===== config.mk =====
export PLATFORM = sky130hd
export DESIGN_NAME = pipeline_hazard_ctrl
export DESIGN_NICKNAME = d
export VERILOG_FILES = /design/src/rtl/pipeline_hazard_ctrl.sv
export SDC_FILE = /design/constraint.sdc
export NUM_CORES = 1
export LEC_CHECK = 0
export CAP_MARGIN = 5
export CORE_MARGIN = 4
export CORE_UTILIZATION = 42
export DETAILED_ROUTE_END_ITERATION = 10
export PLACE_DENSITY = 0.86
export SLEW_MARGIN = 25
export SYNTH_ARGS = -nofsm -noshare
export SYNTH_HDL_FRONTEND = slang
export SYNTH_SLANG_ARGS = --single-unit
export TNS_END_PERCENT = 30

===== constraint.sdc =====
create_clock -name clk -period 8.8 [get_ports clk]
set_clock_uncertainty 0.2 [all_clocks]
set_input_delay 2.2 -clock clk [delete_from_list [all_inputs] [get_ports clk]]
set_output_delay 2.2 -clock clk [all_outputs]
set_load 0.03 [all_outputs]

===== src/rtl/pipeline_hazard_ctrl.sv =====
// Purpose : front-end sequencer for the RV32IM pipeline (PC enable/select, IF/ID, ID/EX, EX/MEM controls).
// Latency : control outputs are combinational from registered state + current inputs; state updates on clk rise.
// Backpressure: stalls the front end for one cycle on load-use and for DIV_CYCLES cycles per divide.
//
// Ports:
//   clk, reset                     - clock, asynchronous active-high reset
//   id_rs1/id_rs2, *_used          - source registers read by the instruction in ID
//   ex_mem_read, ex_rd             - EX holds a load writing ex_rd
//   ex_is_div                      - EX holds DIV/DIVU/REM/REMU
//   ex_branch_taken/_target        - EX redirect request and address
//   pc_enable, pc_sel, pc_target   - PC register enable, mux select, redirect address
//   if_id_*, id_ex_*, ex_mem_flush - stage register enables / NOP injection
//   div_start                      - one-cycle divider start pulse
//   perf_stall_cycles              - free-running count of cycles with pc_enable low
module pipeline_hazard_ctrl #(
  parameter int DIV_CYCLES = 34,
  parameter int CNT_W      = 6
) (
  input  logic        clk,
  input  logic        reset,
  input  logic [4:0]  id_rs1,
  input  logic [4:0]  id_rs2,
  input  logic        id_rs1_used,
  input  logic        id_rs2_used,
  input  logic        ex_mem_read,
  input  logic [4:0]  ex_rd,
  input  logic        ex_is_div,
  input  logic        ex_branch_taken,
  input  logic [31:0] ex_branch_target,
  output logic        pc_enable,
  output logic        pc_sel,
  output logic [31:0] pc_target,
  output logic        if_id_enable,
  output logic        if_id_flush,
  output logic        id_ex_enable,
  output logic        id_ex_flush,
  output logic        ex_mem_flush,
  output logic        div_start,
  output logic [31:0] perf_stall_cycles
);

  typedef enum logic {
    RUN      = 1'b0,
    DIV_BUSY = 1'b1
  } state_t;

  localparam logic [CNT_W-1:0] DIV_LOAD = CNT_W'(DIV_CYCLES - 1);

  state_t           state, state_nxt;
  logic [CNT_W-1:0] div_cnt, div_cnt_nxt;
  logic [31:0]      perf_cnt;
  logic             load_use;

  // A load writing x0 never creates a dependency.
  assign load_use = ex_mem_read && (ex_rd != 5'd0) &&
                    ((id_rs1_used && (id_rs1 == ex_rd)) ||
                     (id_rs2_used && (id_rs2 == ex_rd)));

  assign perf_stall_cycles = perf_cnt;

  always_comb begin
    pc_enable    = 1'b1;
    if_id_enable = 1'b1;
    id_ex_enable = 1'b1;
    pc_sel       = 1'b0;
    if_id_flush  = 1'b0;
    id_ex_flush  = 1'b0;
    ex_mem_flush = 1'b0;
    div_start    = 1'b0;
    pc_target    = ex_branch_target;
    state_nxt    = state;
    div_cnt_nxt  = div_cnt;

    if (reset) begin
      // Outputs go idle immediately, without waiting for a clock edge.
      pc_enable    = 1'b0;
      if_id_enable = 1'b0;
      id_ex_enable = 1'b0;
      pc_target    = 32'd0;
      state_nxt    = RUN;
      div_cnt_nxt  = '0;
    end else begin
      unique case (state)
        RUN: begin
          if (ex_branch_taken) begin
            // Redirect squashes the younger instructions, so any hazard they carry is moot.
            pc_sel      = 1'b1;
            if_id_flush = 1'b1;
            id_ex_flush = 1'b1;
          end else if (ex_is_div) begin
            div_start    = 1'b1;
            pc_enable    = 1'b0;
            if_id_enable = 1'b0;
            id_ex_enable = 1'b0;
            ex_mem_flush = 1'b1;
            div_cnt_nxt  = DIV_LOAD;
            state_nxt    = DIV_BUSY;
          end else if (load_use) begin
            // One bubble is enough: next cycle the load is in MEM and forwarding covers it.
            pc_enable    = 1'b0;
            if_id_enable = 1'b0;
            id_ex_flush  = 1'b1;
          end
        end
        DIV_BUSY: begin
          // EX inputs are ignored here, including the release cycle, so the
          // divide still sitting in EX cannot re-trigger itself.
          if (div_cnt != '0) begin
            pc_enable    = 1'b0;
            if_id_enable = 1'b0;
            id_ex_enable = 1'b0;
            ex_mem_flush = 1'b1;
            div_cnt_nxt  = div_cnt - CNT_W'(1);
          end else begin
            state_nxt = RUN;
          end
        end
        default: state_nxt = RUN;
      endcase
    end
  end

  always_ff @(posedge clk or posedge reset) begin
    if (reset) begin
      state    <= RUN;
      div_cnt  <= '0;
      perf_cnt <= 32'd0;
    end else begin
      state   <= state_nxt;
      div_cnt <= div_cnt_nxt;
      if (!pc_enable) begin
        perf_cnt <= perf_cnt + 32'd1;
      end
    end
  end

endmodule


==> results.yml <==
global_routing:
  overflow: 0
  grt_max_degree: 43
  grt_usage_pct: 20.7
  grt_pass1_wl_um: 10700
  antenna_found_initial: 0
  grt_pass1_vias: 2136
clocking:
  htree_levels: 2
  cts_setup_buffers: 0
  tritoncts: "yes"
  worstSkewPairLatency_ns: 0.29
  cts_hold_buf: 0
  cts_root_buf: "clkbuf_8"
  numCtsBuffers: 5
  clock-sinks: 39
  cts_resized: 0
  cts.clk_slew.worst_paths_ns: 0.07
  clockBufferDepth: 2
detailed_routing:
  drcViolationCount: 0
  drtAntennaViolNets: 0
  via_per_inst: 5.00
  routed_wl_um: 6740
  first_pass_iters: 4
  wl_per_cell_um: 15.2
  drtIter0Drc: 128
  num_vias: 2213
setup_path:
  crit_slowest_cell: "clkdlybuf4s50_1"
  worstPathArrival_ns: 4.45
  path_buf_inv: 2
  end_kind: "output pin"
  cp_top_family: "buffers and inverters"
  critPathRequiredTime_ns: 6.40
  critPathMaxFanout: 3
  slowest_delay_ns: 0.70
  cp-start-kind: "primary input"
  path_cells: "clkdlybuf4s50_1 -> xor2_1 -> nor4_1 -> a32oi_1 -> nor3_1 -> nor2_1 -> nor3_1 -> clkdlybuf4s50_1"
  crit_type: "primary input to output pin"
placed_design:
  place.detailed.hpwl_um: 5320
  portBuffers: 125
  gp_congestion: 0.941
sta:
  setup_viol: 0
  rsz0062_at_grt: "false"
  fin_crit_sh_pct: 77.9
  fmax_ghz: 0.146
  final-max-slew-violation-count: 0
  final_hold_viol_count: 0
  tightest_slew_ns: 0.652
  fin_crit_ns: 6.85
  tns_ns: 0
  slew_headroom_pct: 56.4
synth:
  synthArstFlopShare_pct: 100
  synth_warnings: 0
  syn_nets: 307
  syn_inst: 250
  synth-seq-cells: 39
  synthFlopType: "dfrtp_1"
  ys_top_cells_by_area: "dfrtp_1 (42%), xor2_1 (13%), nor2b_1 (8.8%), nor2_1 (3.9%), nand2_1 (3.5%)"
  synth-edff-count: 0
  yosys.area.top_type: "dfrtp_1"
  synth.distinct_cells: 38
  synthDominantCellAreaShare_pct: 41.8
  avgSynthCellArea_um2: 9.33
  netlist_area_mm2: 0.00233
  synth_seq_area_share_pct: 41.8
floorplan:
  die_y_um: 82.5
  dieArea_mm2: 0.00681
  num_io_pins: 126
  start_util_pct: 44.6
  row_count: 26
  core_area_mm2: 0.00524
  die_x_um: 82.5
min_path:
  min_path_type: "register to register"
pwr:
  seqPwrFrac_pct: 39.7
  combPwrFrac_pct: 41.7
  powerDensity_mw_per_mm2: 171
  power_frac_clock_pct: 18.6
  cellLeakagePower_nw: 1.47
  switching_share_pct: 38.9
  power.internal_uw: 384
  switchingPower_uw: 245
  peakVddDrop_mv: 0.212
finish:
  final_common_cell: "clkdlybuf4s50_1"
  synthToLayoutAreaGrowth_pct: 57.7
  mostFrequentLayoutCells: "clkdlybuf4s50_1 (123), dfrtp_1 (39), xor2_1 (35), nor2b_1 (33), nor2_1 (24)"
  finalNetCount: 429
  fillers: 428
  multi_input_area_mm2: 0.00125
  drive_gt1_share_pct: 4.56
  postLayoutCoreUtil_pct: 70.3
  seq_area_um2: 976
  antenna_cells: 0
outcome:
  status: "finished, final reports clean"
flow_run:
  maxCapViolCount: 0
[sequential cells by signal, indices dropped and copies added, names as in the netlist]
name               flops
div_cnt                6
state                  1
perf_stall_cycles     32
[power by group through the flow]
stage | clock network (mW) | logic (mW) | registers (mW)
finish | 0.117 | 0.263 | 0.250
detailed placement | 0 | 0.264 | 0.251
CTS | 0.120 | 0.265 | 0.249
floorplan | 0 | 0.0983 | 0.298
global route | 0.129 | 0.280 | 0.255
global placement | 0 | 0.259 | 0.251
[cells by family after synthesis]
group                    Yosys count  synth area share [%]
multiplexers                       1                 0.483
AO/OA/AOI/OAI                     16                  5.47
adder cells (fa/ha/maj)            3                  1.61
flip-flops                        39                  41.8
AND/OR/NAND/NOR                  133                  30.6
buffers and inverters             17                  4.66
XOR/XNOR                          41                  15.4
[final cells by class]
cell class / instances / area share, %
flip-flops and latches: 39 / 26.5
inverters: 4 / 0.408
well taps: 70 / 2.38
clock inverters: 2 / 0.340
repair buffers: 128 / 34.5
multi-input cells: 194 / 33.9
clock buffers: 6 / 1.97
[routing by layer]
metal  routed length, um  track usage (%)  up-vias
met5                   0                0        -
met4                 160             6.54        0
met3                 501             5.97       15
met2                3260             34.3       85
met1                2820             26.1     1030
li1                    -                -     1083
[path summary, 6_finish.rpt]
kind	cells past startpoint	slack (ns)	end	start
min in group asynchronous	3	2.65	perf_stall_cycles[2]	reset
worst max-delay path	8	1.95	id_ex_flush	ex_rd[3]
worst min register to register	1	0.27	perf_stall_cycles[31]	perf_stall_cycles[31]
worst min-delay path	1	0.27	perf_stall_cycles[31]	perf_stall_cycles[31]
worst max register to register	6	6.10	perf_stall_cycles[1]	div_cnt[3]
max in group asynchronous	3	5.39	perf_stall_cycles[6]	reset
[synth_stat cells (2+ instances only)]
cell	n
xnor2_1	6
dfrtp_1	39
a21oi_1	3
buf_4	3
buf_2	3
nand4_1	8
nor4_1	6
nor3_1	14
nor2b_1	33
nor3b_1	8
clkbuf_1	3
or3_1	2
or2_2	2
buf_8	2
nand2b_1	2
o21ai_0	6
inv_1	4
nand3_1	6
nor2_1	24
ha_1	3
xor2_1	35
nand2_1	22
[per-stage QoR]
step,total power [mW],hold WS [ns],area [um^2],setup WS [ns],cells
after floorplan,0.397,0.274,2330,2.32,250
after global placement,0.510,0.257,3600,2.00,435
after detailed placement,0.515,0.262,3600,1.97,435
after CTS,0.634,0.271,3680,1.95,443
after global routing,0.663,0.278,3680,1.79,443
final,0.629,0.270,3680,1.95,443
No activity file was read; power rests on OpenSTA's default activity.
